[src/rtl/mem_pkg.sv]
// Shared types and constants for the BaseRAM request path.
// Used by the request arbiter/sequencer and its round-robin sub-arbiter.
package mem_pkg;

  localparam int RD_LAT_DEF = 3;
  localparam int WR_LAT_DEF = 2;
  localparam int SRAM_AW    = 20;
  localparam int CNT_W      = 8;

  typedef enum logic [1:0] {
    ST_IDLE  = 2'd0,
    ST_ISSUE = 2'd1,
    ST_WAIT  = 2'd2,
    ST_RESP  = 2'd3
  } state_e;

  typedef enum logic {
    PORT_IF = 1'b0,
    PORT_D  = 1'b1
  } port_e;

endpackage

[src/rtl/rr_arb2.sv]
// Two-requester round-robin arbiter; gnt_o[0] = fetch, gnt_o[1] = data.
// The last-winner flag only moves on an accepted grant.
module rr_arb2
  import mem_pkg::*;
(
  input  logic       clk_i,
  input  logic       rst_ni,
  input  logic       req_if_i,
  input  logic       req_d_i,
  input  logic       accept_i,
  output logic [1:0] gnt_o
);

  port_e last_r;
  logic [1:0] gnt_s;

  // grant selection: lone requester wins, contention goes to the port that lost last time
  always_comb begin
    gnt_s = 2'b00;
    if (req_if_i && req_d_i) begin
      if (last_r == PORT_D) begin
        gnt_s = 2'b01;
      end else begin
        gnt_s = 2'b10;
      end
    end else if (req_if_i) begin
      gnt_s = 2'b01;
    end else if (req_d_i) begin
      gnt_s = 2'b10;
    end else begin
      gnt_s = 2'b00;
    end
  end

  // last-winner register
  always_ff @(posedge clk_i or negedge rst_ni) begin
    if (!rst_ni) begin
      last_r <= PORT_D;
    end else if (accept_i && (gnt_s != 2'b00)) begin
      last_r <= gnt_s[1] ? PORT_D : PORT_IF;
    end else begin
      last_r <= last_r;
    end
  end

  assign gnt_o = gnt_s;

endmodule

[src/rtl/sram_req_arb.sv]
// Fetch/load-store request arbiter and strobe sequencer feeding the BaseRAM controller.
// One transaction in flight: IDLE -> ISSUE -> WAIT x LAT -> RESP; zero-be writes skip to RESP.
module sram_req_arb
  import mem_pkg::*;
#(
  parameter int RD_LAT = RD_LAT_DEF,
  parameter int WR_LAT = WR_LAT_DEF
) (
  input  logic               clk_i,
  input  logic               rst_ni,
  input  logic               if_req_i,
  input  logic [31:0]        if_addr_i,
  output logic               if_ready_o,
  output logic               if_rvalid_o,
  output logic [31:0]        if_rdata_o,
  input  logic               d_req_i,
  input  logic               d_we_i,
  input  logic [31:0]        d_addr_i,
  input  logic [31:0]        d_wdata_i,
  input  logic [3:0]         d_be_i,
  output logic               d_ready_o,
  output logic               d_rvalid_o,
  output logic [31:0]        d_rdata_o,
  output logic               mem_re_n_o,
  output logic               mem_we_n_o,
  output logic [SRAM_AW-1:0] mem_addr_o,
  output logic [31:0]        mem_wdata_o,
  output logic [3:0]         mem_be_n_o,
  input  logic [31:0]        mem_rdata_i
);

  state_e             state_r;
  logic [CNT_W-1:0]   cnt_r;
  port_e              port_r;
  logic               we_r;
  logic               re_n_r;
  logic               we_n_r;
  logic [SRAM_AW-1:0] addr_r;
  logic [31:0]        wdata_r;
  logic [3:0]         be_n_r;
  logic               if_rvalid_r;
  logic               d_rvalid_r;
  logic [31:0]        if_rdata_r;
  logic [31:0]        d_rdata_r;

  logic [1:0] gnt_s;
  logic       idle_s;
  logic       accept_s;
  logic       win_d_s;
  logic       win_we_s;
  logic       zero_be_s;
  logic       unused_s;

  // address bits outside the 4 MiB word window are deliberately dropped
  assign unused_s = ^{if_addr_i[31:22], if_addr_i[1:0], d_addr_i[31:22], d_addr_i[1:0]};

  rr_arb2 u_arb (
    .clk_i    (clk_i),
    .rst_ni   (rst_ni),
    .req_if_i (if_req_i),
    .req_d_i  (d_req_i),
    .accept_i (accept_s),
    .gnt_o    (gnt_s)
  );

  // acceptance decode; ready is combinational so the requester sees it in the request cycle
  always_comb begin
    idle_s    = (state_r == ST_IDLE);
    accept_s  = 1'b0;
    win_d_s   = gnt_s[1];
    win_we_s  = gnt_s[1] & d_we_i;
    zero_be_s = 1'b0;
    if (idle_s) begin
      accept_s  = if_req_i | d_req_i;
      zero_be_s = win_we_s & (d_be_i == 4'b0000);
    end else begin
      accept_s  = 1'b0;
      zero_be_s = 1'b0;
    end
  end

  assign if_ready_o = idle_s & gnt_s[0];
  assign d_ready_o  = idle_s & gnt_s[1];

  // transaction sequencer with registered strobes, payload and responses
  always_ff @(posedge clk_i or negedge rst_ni) begin
    if (!rst_ni) begin
      state_r     <= ST_IDLE;
      cnt_r       <= {CNT_W{1'b0}};
      port_r      <= PORT_IF;
      we_r        <= 1'b0;
      re_n_r      <= 1'b1;
      we_n_r      <= 1'b1;
      addr_r      <= {SRAM_AW{1'b0}};
      wdata_r     <= 32'h0000_0000;
      be_n_r      <= 4'b1111;
      if_rvalid_r <= 1'b0;
      d_rvalid_r  <= 1'b0;
      if_rdata_r  <= 32'h0000_0000;
      d_rdata_r   <= 32'h0000_0000;
    end else begin
      case (state_r)
        ST_IDLE: begin
          if (accept_s) begin
            port_r  <= win_d_s ? PORT_D : PORT_IF;
            we_r    <= win_we_s;
            addr_r  <= win_d_s ? d_addr_i[21:2] : if_addr_i[21:2];
            wdata_r <= win_we_s ? d_wdata_i : 32'h0000_0000;
            be_n_r  <= win_we_s ? ~d_be_i : 4'b0000;
            if (zero_be_s) begin
              state_r    <= ST_RESP;
              d_rvalid_r <= 1'b1;
              d_rdata_r  <= 32'h0000_0000;
            end else begin
              state_r <= ST_ISSUE;
              re_n_r  <= win_we_s;
              we_n_r  <= ~win_we_s;
            end
          end else begin
            state_r <= ST_IDLE;
          end
        end
        ST_ISSUE: begin
          re_n_r  <= 1'b1;
          we_n_r  <= 1'b1;
          cnt_r   <= we_r ? CNT_W'(WR_LAT) : CNT_W'(RD_LAT);
          state_r <= ST_WAIT;
        end
        ST_WAIT: begin
          cnt_r <= cnt_r - {{(CNT_W-1){1'b0}}, 1'b1};
          if (cnt_r == {{(CNT_W-1){1'b0}}, 1'b1}) begin
            state_r <= ST_RESP;
            if (port_r == PORT_D) begin
              d_rvalid_r <= 1'b1;
              d_rdata_r  <= we_r ? 32'h0000_0000 : mem_rdata_i;
            end else begin
              if_rvalid_r <= 1'b1;
              if_rdata_r  <= mem_rdata_i;
            end
          end else begin
            state_r <= ST_WAIT;
          end
        end
        ST_RESP: begin
          if_rvalid_r <= 1'b0;
          d_rvalid_r  <= 1'b0;
          if_rdata_r  <= 32'h0000_0000;
          d_rdata_r   <= 32'h0000_0000;
          state_r     <= ST_IDLE;
        end
        default: begin
          re_n_r  <= 1'b1;
          we_n_r  <= 1'b1;
          state_r <= ST_IDLE;
        end
      endcase
    end
  end

  assign if_rvalid_o = if_rvalid_r;
  assign if_rdata_o  = if_rdata_r;
  assign d_rvalid_o  = d_rvalid_r;
  assign d_rdata_o   = d_rdata_r;
  assign mem_re_n_o  = re_n_r;
  assign mem_we_n_o  = we_n_r;
  assign mem_addr_o  = addr_r;
  assign mem_wdata_o = wdata_r;
  assign mem_be_n_o  = be_n_r;

endmodule

[config.mk]
export PLATFORM = sky130hd
export DESIGN_NAME = sram_req_arb
export DESIGN_NICKNAME = d
export VERILOG_FILES = /design/src/rtl/mem_pkg.sv /design/src/rtl/rr_arb2.sv /design/src/rtl/sram_req_arb.sv
export SDC_FILE = /design/constraint.sdc
export NUM_CORES = 1
export LEC_CHECK = 0
export BUFFER_PORTS_ARGS = -buffer_cell sky130_fd_sc_hd__clkbuf_2
export CAP_MARGIN = 20
export CELL_PAD_IN_SITES_DETAIL_PLACEMENT = 2
export CELL_PAD_IN_SITES_GLOBAL_PLACEMENT = 2
export CORE_MARGIN = 8
export CORE_UTILIZATION = 30
export DETAILED_ROUTE_END_ITERATION = 6
export PLACE_DENSITY = 0.9
export SETUP_SLACK_MARGIN = 0.4
export SYNTH_ARGS = -nofsm -noshare
export SYNTH_HDL_FRONTEND = slang
export SYNTH_SLANG_ARGS = --single-unit
[constraint.sdc]
create_clock -name clk_i -period 3.7 [get_ports clk_i]
set_input_delay 0 -clock clk_i [delete_from_list [all_inputs] [get_ports clk_i]]
set_output_delay 0 -clock clk_i [all_outputs]
set_load 0.02 [all_outputs]
# --- Yosys cells after proc, flatten, opt, wreduce, memory -nomap -nowiden ---
# Index checks and enable logic that the tools add are counted.
classes:
  add_sub_neg: 1
  n_eq_ne: 10
  muxes: 39
  n_bitwise: 7
  n_reduce_logical: 13
ops:
  columns: ["op", "n"]
  rows:
  - ["32-bit two-way mux", 8]
  - ["32-bit one-hot mux with 3 select lines", 1]
  - ["32-bit one-hot mux with 2 select lines", 1]
  - ["20-bit two-way mux", 1]
  - ["8-bit one-hot mux with 2 select lines", 1]
  - ["1-bit two-way mux", 15]
  - ["2-bit two-way mux", 6]
  - ["8-bit by 1-bit equality test with 1-bit output, second input constant", 1]
  - ["2-bit inequality test, second input constant", 4]
  - ["2-bit one-hot mux with 4 select lines", 1]
  - ["2-bit nonzero test", 4]
  - ["8-bit by 1-bit subtractor with 8-bit output, second input constant", 1]
  - ["1-bit one-hot mux with 2 select lines", 3]
  - ["3-bit AND reduction", 2]
  - ["5-bit AND reduction", 1]
  - ["1-bit bitwise AND", 4]
  - ["2-bit equality test, second input constant", 2]
  - ["4-bit zero test", 1]
  - ["4-bit two-way mux", 1]
  - ["2-bit by 1-bit inequality test with 1-bit output, second input constant", 2]
  - ["4-bit NOT", 1]
  - ["1-bit one-hot mux with 3 select lines", 1]
  - ["3-bit nonzero test", 1]
  - ["2-bit by 1-bit equality test with 1-bit output, second input constant", 1]
  - ["other kinds (5)", 6]
totals:
  reg_bits: 137
  in_bits: 137
  out_inout_bits: 126
  wordCells: 84

# --- Depth between registers and ports, before layout ---
logic_depth:
  word_depth: 9
  depth_mapped: 7
  depth_no_buf: 6

# --- Cells and area by module ---
# A second synthesis with hierarchy kept.
hier_totals:
  cells_unflattened: 422
  hier_area_um2: 5512.8
modules_own_cells:
  columns: ["mod", "instances", "cells_each", "area_per_inst_um2", "seq_area_each_um2"]
  rows:
  - ["sram_req_arb", 1, 416, 5456.5, 3410.8]
  - ["rr_arb2", 1, 6, 56.3, 26.3]

# --- Worst setup path after synthesis ---
# No wires, ideal clock.
synth_timing:
  path_type: "register to register"
  start: "reg cnt_r[4]"
  end: "reg d_rdata_r[22], in the netlist d_rdata_o[22]"
  setup_ns: 0.121
  arrival_time_ns: 1.660
  required_time_ns: 3.579
  setup_slack_ns: 1.919
  path_stages_with_launch: 6
  path_buffers: 1
  period_less_slack_ns: 1.781
  cell_sequence: "dfrtp_1 > nor4_4 > nand4_1 > a221o_1 > buf_6 > a22o_1"
synth_between:
  elab_chain_len: 3
synth_lines:
  columns: ["item", "line_no", "text"]
  rows:
  - ["start, declared", "sram_req_arb.sv:33", "logic [CNT_W-1:0] cnt_r;"]
  - ["start signal, assigned", "sram_req_arb.sv:89", "cnt_r <= {CNT_W{1'b0}};"]
  - ["start signal, assigned", "sram_req_arb.sv:126", "cnt_r <= we_r ? CNT_W'(WR_LAT) : CNT_W'(RD_LAT);"]
  - ["start signal, assigned", "sram_req_arb.sv:130", "cnt_r <= cnt_r - {{(CNT_W-1){1'b0}}, 1'b1};"]
  - ["8-bit by 1-bit equality test with 1-bit output", "sram_req_arb.sv:131", "if (cnt_r == {{(CNT_W-1){1'b0}}, 1'b1}) begin"]
  - ["2-bit inequality test (no line)", null, null]
  - ["5-bit AND reduction (no line)", null, null]
  - ["end signal, assigned", "sram_req_arb.sv:135", "d_rdata_r <= we_r ? 32'h0000_0000 : mem_rdata_i;"]
  - ["end, declared", "sram_req_arb.sv:44", "logic [31:0] d_rdata_r;"]
# Every way passes these cells.
# A chain may end at the register's enable or synchronous reset.

# --- Final worst setup path ---
layout_timing:
  start: "reg state_r[0]"
  end: "reg addr_r[19], in the netlist mem_addr_o[19]"
layout_between:
  elab_chain_len: 3
layout_lines:
  columns: ["item", "line_no", "text"]
  rows:
  - ["start, declared", "sram_req_arb.sv:32", "state_e state_r;"]
  - ["start signal, assigned", "sram_req_arb.sv:88", "state_r <= ST_IDLE;"]
  - ["start signal, assigned", "sram_req_arb.sv:111", "state_r <= ST_RESP;"]
  - ["start signal, assigned", "sram_req_arb.sv:115", "state_r <= ST_ISSUE;"]
  - ["2-bit zero test (*)", "sram_req_arb.sv:68, sram_req_arb.sv:102", null]
  - ["1-bit two-way mux", "sram_req_arb.sv:73", "if (idle_s) begin"]
  - ["2-bit AND reduction (no line) (*)", null, null]
  - ["end signal, assigned", "sram_req_arb.sv:94", "addr_r <= {SRAM_AW{1'b0}};"]
  - ["end signal, assigned", "sram_req_arb.sv:107", "addr_r <= win_d_s ? d_addr_i[21:2] : if_addr_i[21:2];"]
  - ["end, declared", "sram_req_arb.sv:38", "logic [SRAM_AW-1:0] addr_r;"]
# Mark *: on every way between the ends. The rest lies on a longest branch, timed or not.

==> results by stage <==
Outcome:
- The flow ran to the end, and the final reports show no timing, DRC or antenna violations.

Placed design:
- The standard cell area after detailed placement is roughly 6800 um2.
- The placed instance count is 860.
- The half-perimeter wire length after placement is around 14 mm.
- The routability-driven placement congestion ratio is 0.738.
- Before CTS, the worst setup slack after placement is 1.22 ns.
- During placement, the flow inserted port buffers numbering approximately 240.

Global route:
- The global router's overall resource usage is 0.232.
- The number of antenna violations at the first check in global routing is 3.
- Entering global routing, the biggest net connects 68 pins.
- The via count of the first global-routing pass is 6170.
- The first-pass GRT wire length is approximately 39 mm.
- Global routing finished with a remaining overflow of 0.

STA:
- Setup violations remaining at the end of the flow were counted as 0.
- Setup repair after global routing left no endpoint under its margin.
- In the final timing run, aggregate negative setup slack is 0 ns.
- In the finished design, the share of the clock period the worst path needs comes to 0.654.
- Measured against its own limit, the worst slew margin works out to 0.548.
- The final critical delay including setup and external delays is 2.42 ns.
- The tightest hold path in the finished design has a slack of approximately 0.18 ns.
- The clock arrives with 0.0142 ns of skew.
- The least setup slack across all paths after layout is 1.28 ns.
- For the pin with the worst max-slew slack, the measured transition is a little under 0.7 ns.
- The number of pins exceeding their max-slew limit in the final report came to 0.
- The peak clock frequency supported by timing is 0.413 GHz.
- The count of endpoints failing hold in the final timing report is 0.

Clocking:
- The number of gates resized after CTS is 0.
- Hold repair after CTS inserted between 100 and 150 buffers.
- The H-tree level count is 4.
- The number of clock sinks is between 100 and 150.
- For the worst-skew pair, the clock arrives at the later sink with an insertion delay of 0.43 ns.
- The TritonCTS clock tree is yes.
- The number of clock buffers inserted by TritonCTS is 17.
- The post-CTS setup buffer count is 0.
- The register clock-pin slew on the reported worst setup and hold paths is approximately 0.07 ns.
- The longest clock path from root to sink contains 2 buffers.
- The tree is rooted in a sky130_fd_sc_hd__clkbuf_16.

Pwr:
- The cell-internal power is 3.77 mW.
- The share of total power dissipated in combinational logic is 0.368.
- The switching power is 2.61 mW.
- Power spread over the standard cell area amounts to 742 nW/um2.
- The static power due to leakage is about 4.5 nW.
- The switching part of the total is 0.409.
- VDD sags by at most ~0.00036 V.
- The clock network power share is 0.280.
- The portion of total power attributed to sequential cells is 0.352.

Floorplan:
- The total area inside the core boundary comes to 17800 um2.
- The width of the die is 150 um.
- For this design the top-level I/O count stands at 263.
- The die is 150 um tall.
- The die covers around 23000 um2.
- The floorplan has 49 rows.
- The effective utilization at floorplan is 0.304.

Critical path:
- STA classifies the critical path endpoint as a register.
- The critical path required time is 3.92 ns.
- The signal on the critical path passes through inv_1, ha_1, o21ai_4, buf_4, o21ai_0.
- For the worst flop-to-flop path, the logic depth is 5.
- The count of buffering cells on the critical path with inverters included is 2.
- The cell depth of the worst setup path is 5.
- The cell type group with the largest total delay on the critical path is buffers and inverters.
- The element type at the critical path start is a register.
- In this run the worst path has a maximum fanout of 57.
- The critical path is of the register to register type.
- The worst stage delay on the critical path is 0.61 ns.
- Data arrives at the worst endpoint at 2.64 ns.
- The slowest cell on the critical path is sky130_fd_sc_hd__buf_4.

Synthesis:
- Yosys mapped the design onto 34 distinct sky130hd cell types.
- The post-synthesis sequential area ratio is 0.634.
- The number of synthesis warnings is 0.
- The synthesized netlist occupies a cell area of 5420 um2.
- In this run, synthesis produced a sequential element count of about 140.
- The cell count after synthesis is roughly 410.
- The per-instance average area after synthesis is about 13 um2.
- The post-synthesis net count is 556.

Drt:
- For this run, the detailed router's first-pass iteration total came to 4.
- The detailed-route vias per instance is just over 5.
- The remaining routing DRC violations is 0.
- Once detail routing completed, the nets flagged for antenna violations numbered 0.
- After detailed routing, the total wire length is between 20 and 30 mm.
- The detailed router placed 5122 vias in this run.
- After the first detailed-routing iteration, the DRC count stood at around 170.
- In the final routed layout, each cell accounts on average for 25.8 um.

Job:
- The tool flagged a number of max-cap violations equal to 0.

Final layout:
- The count of non-filler cells in the finished layout is 1006.
- In the final design database the tool counted 906 nets.
- The finished cells cover 8600 um2.
- In the final layout, the share of cells above drive strength 1 is 0.378.
- From synthesis to final layout, the design area changed by 58.6%.

Worst hold path:
- The path class of the tightest hold or removal check is input pin to asynchronous set/reset pin.
==> power by group through the flow <==
stage          Clock, mW  Sequential (mW)  Combinational, mW
6_report            1.78             2.25               2.35
5_1_grt             1.88             2.28               2.51
4_1_cts             1.79             2.19               2.21
2_1_floorplan          0             2.57              0.857
3_5_place_dp           0             2.20               2.06
3_3_place_gp           0             2.17               1.94
==> metrics by stage <==
| step | utilization | power, mW |
|---|---|---|
| floorplan | - | 3.42 |
| global placement | 0.384 | 4.10 |
| detailed placement | 0.384 | 4.26 |
| CTS | 0.480 | 6.19 |
| global route | 0.482 | 6.68 |
| finish | 0.482 | 6.38 |
==> worst reg2reg max path, stage by stage, from the launching register on <==
cell and delay [ns]:
sky130_fd_sc_hd__dfrtp_1 0.41, sky130_fd_sc_hd__inv_1 0.10, sky130_fd_sc_hd__ha_1 0.40, sky130_fd_sc_hd__o21ai_4 0.34
sky130_fd_sc_hd__buf_4 0.63, sky130_fd_sc_hd__o21ai_0 0.35
==> cell type report <==
type | instances | area, um2
multi-input cells | 238 | 1830
diodes | 2 | 5.00
repair buffers | 359 | 2410
fillers | 1742 | 9240
inverters | 10 | 37.5
clock buffers | 18 | 429
well taps | 229 | 287
flip-flops and latches | 137 | 3440
clock inverters | 13 | 169
==> state kept, by name, summed over array words and instances, names as in the netlist <==
| signal | flops |
|---|---|
| we_r | 1 |
| mem_re_n_o | 1 |
| mem_wdata_o | 32 |
| u_arb.last_r | 1 |
| state_r | 2 |
| mem_be_n_o | 4 |
| if_rvalid_o | 1 |
| if_rdata_o | 32 |
| port_r | 1 |
| d_rdata_o | 32 |
| cnt_r | 8 |
| mem_addr_o | 20 |
| mem_we_n_o | 1 |
| d_rvalid_o | 1 |
==> cells in the final DEF, fill, tap and decap left out, types with 7 or more instances in the layout <==
| cell type | instances |
|---|---|
| sky130_fd_sc_hd__nor2_1 | 9 |
| sky130_fd_sc_hd__dlygate4sd3_1 | 112 |
| sky130_fd_sc_hd__clkbuf_2 | 237 |
| sky130_fd_sc_hd__dfrtp_1 | 130 |
| sky130_fd_sc_hd__clkbuf_16 | 17 |
| sky130_fd_sc_hd__o21ai_0 | 31 |
| sky130_fd_sc_hd__mux2i_1 | 25 |
| sky130_fd_sc_hd__a22o_1 | 97 |
| sky130_fd_sc_hd__nand2_1 | 32 |
| sky130_fd_sc_hd__buf_4 | 8 |
| sky130_fd_sc_hd__inv_1 | 10 |
| sky130_fd_sc_hd__dfstp_2 | 7 |
==> path summary, 6_finish.rpt <==
| kind | from | end | slack [ns] |
|---|---|---|---|
| max reg2reg | state_r[0] | mem_addr_o[19] | 1.28 |
| max | state_r[0] | mem_addr_o[19] | 1.28 |
| max in group asynchronous | rst_ni | mem_addr_o[19] | 2.47 |
| min in group clk_i | if_req_i | state_r[1] | 0.18 |
| min | rst_ni | mem_addr_o[12] | 0.18 |
| min reg2reg | d_rdata_o[12] | d_rdata_o[12] | 0.51 |
==> logic make-up (layout without fill, tap and decap cells) <==
family,count (synthesis),in the layout,synth area share
multiplexers,25,25,0.0462
AO/OA/AOI/OAI,143,143,0.211
AND/OR/NAND/NOR,62,62,0.0556
adder cells (fa/ha/maj),6,6,0.0138
XOR/XNOR,2,2,0.00323
other,0,2,0
flip-flops,137,137,0.634
buffers and inverters,38,400,0.0360
==> layer usage <==
| metal | part of all wire | vias up | track usage |
|---|---|---|---|
| li1 | - | 2242 | - |
| met1 | 0.40 | 2603 | 0.266 |
| met2 | 0.50 | 237 | 0.392 |
| met3 | 0.075 | 40 | 0.0751 |
| met4 | 0.026 | 0 | 0.0985 |
| met5 | 0 | - | 0 |
==> cell usage after synthesis <==
| master | number | area, um2 |
|---|---|---|
| sky130_fd_sc_hd__a21oi_1 | 3 | 15.0 |
| sky130_fd_sc_hd__nor2_1 | 10 | 37.5 |
| sky130_fd_sc_hd__dfrtp_1 | 130 | 3250 |
| sky130_fd_sc_hd__nand4_1 | 6 | 37.5 |
| sky130_fd_sc_hd__nand3_1 | 3 | 15.0 |
| sky130_fd_sc_hd__buf_2 | 6 | 30.0 |
| sky130_fd_sc_hd__ha_1 | 6 | 75.1 |
| sky130_fd_sc_hd__and2_1 | 1 | 6.26 |
| sky130_fd_sc_hd__a21o_1 | 3 | 22.5 |
| sky130_fd_sc_hd__o21ai_1 | 1 | 5.00 |
| sky130_fd_sc_hd__nor3_1 | 2 | 10.0 |
| sky130_fd_sc_hd__nand2b_1 | 1 | 6.26 |
| sky130_fd_sc_hd__nor4_4 | 1 | 21.3 |
| sky130_fd_sc_hd__a22o_1 | 97 | 850 |
| sky130_fd_sc_hd__nand2_1 | 32 | 120 |
| sky130_fd_sc_hd__xor2_1 | 2 | 17.5 |
| sky130_fd_sc_hd__clkbuf_1 | 16 | 60.1 |
| sky130_fd_sc_hd__a31oi_1 | 1 | 6.26 |
| sky130_fd_sc_hd__nor4_2 | 1 | 12.5 |
| sky130_fd_sc_hd__a41oi_1 | 1 | 8.76 |
| sky130_fd_sc_hd__a21boi_4 | 1 | 18.8 |
| sky130_fd_sc_hd__a21boi_0 | 1 | 7.51 |
| sky130_fd_sc_hd__or2_2 | 1 | 6.26 |
| sky130_fd_sc_hd__mux2i_1 | 25 | 250 |
| sky130_fd_sc_hd__and3_1 | 1 | 6.26 |
| sky130_fd_sc_hd__buf_6 | 6 | 67.6 |
| sky130_fd_sc_hd__nor2b_1 | 2 | 12.5 |
| sky130_fd_sc_hd__o21ai_0 | 31 | 155 |
| sky130_fd_sc_hd__nor3_2 | 1 | 10.0 |
| sky130_fd_sc_hd__a2111oi_4 | 1 | 27.5 |
| sky130_fd_sc_hd__dfstp_2 | 7 | 184 |
| sky130_fd_sc_hd__o221ai_1 | 1 | 8.76 |
| sky130_fd_sc_hd__inv_1 | 10 | 37.5 |
| sky130_fd_sc_hd__a221o_1 | 2 | 20.0 |
No activity file was read; power rests on OpenSTA's default activity.
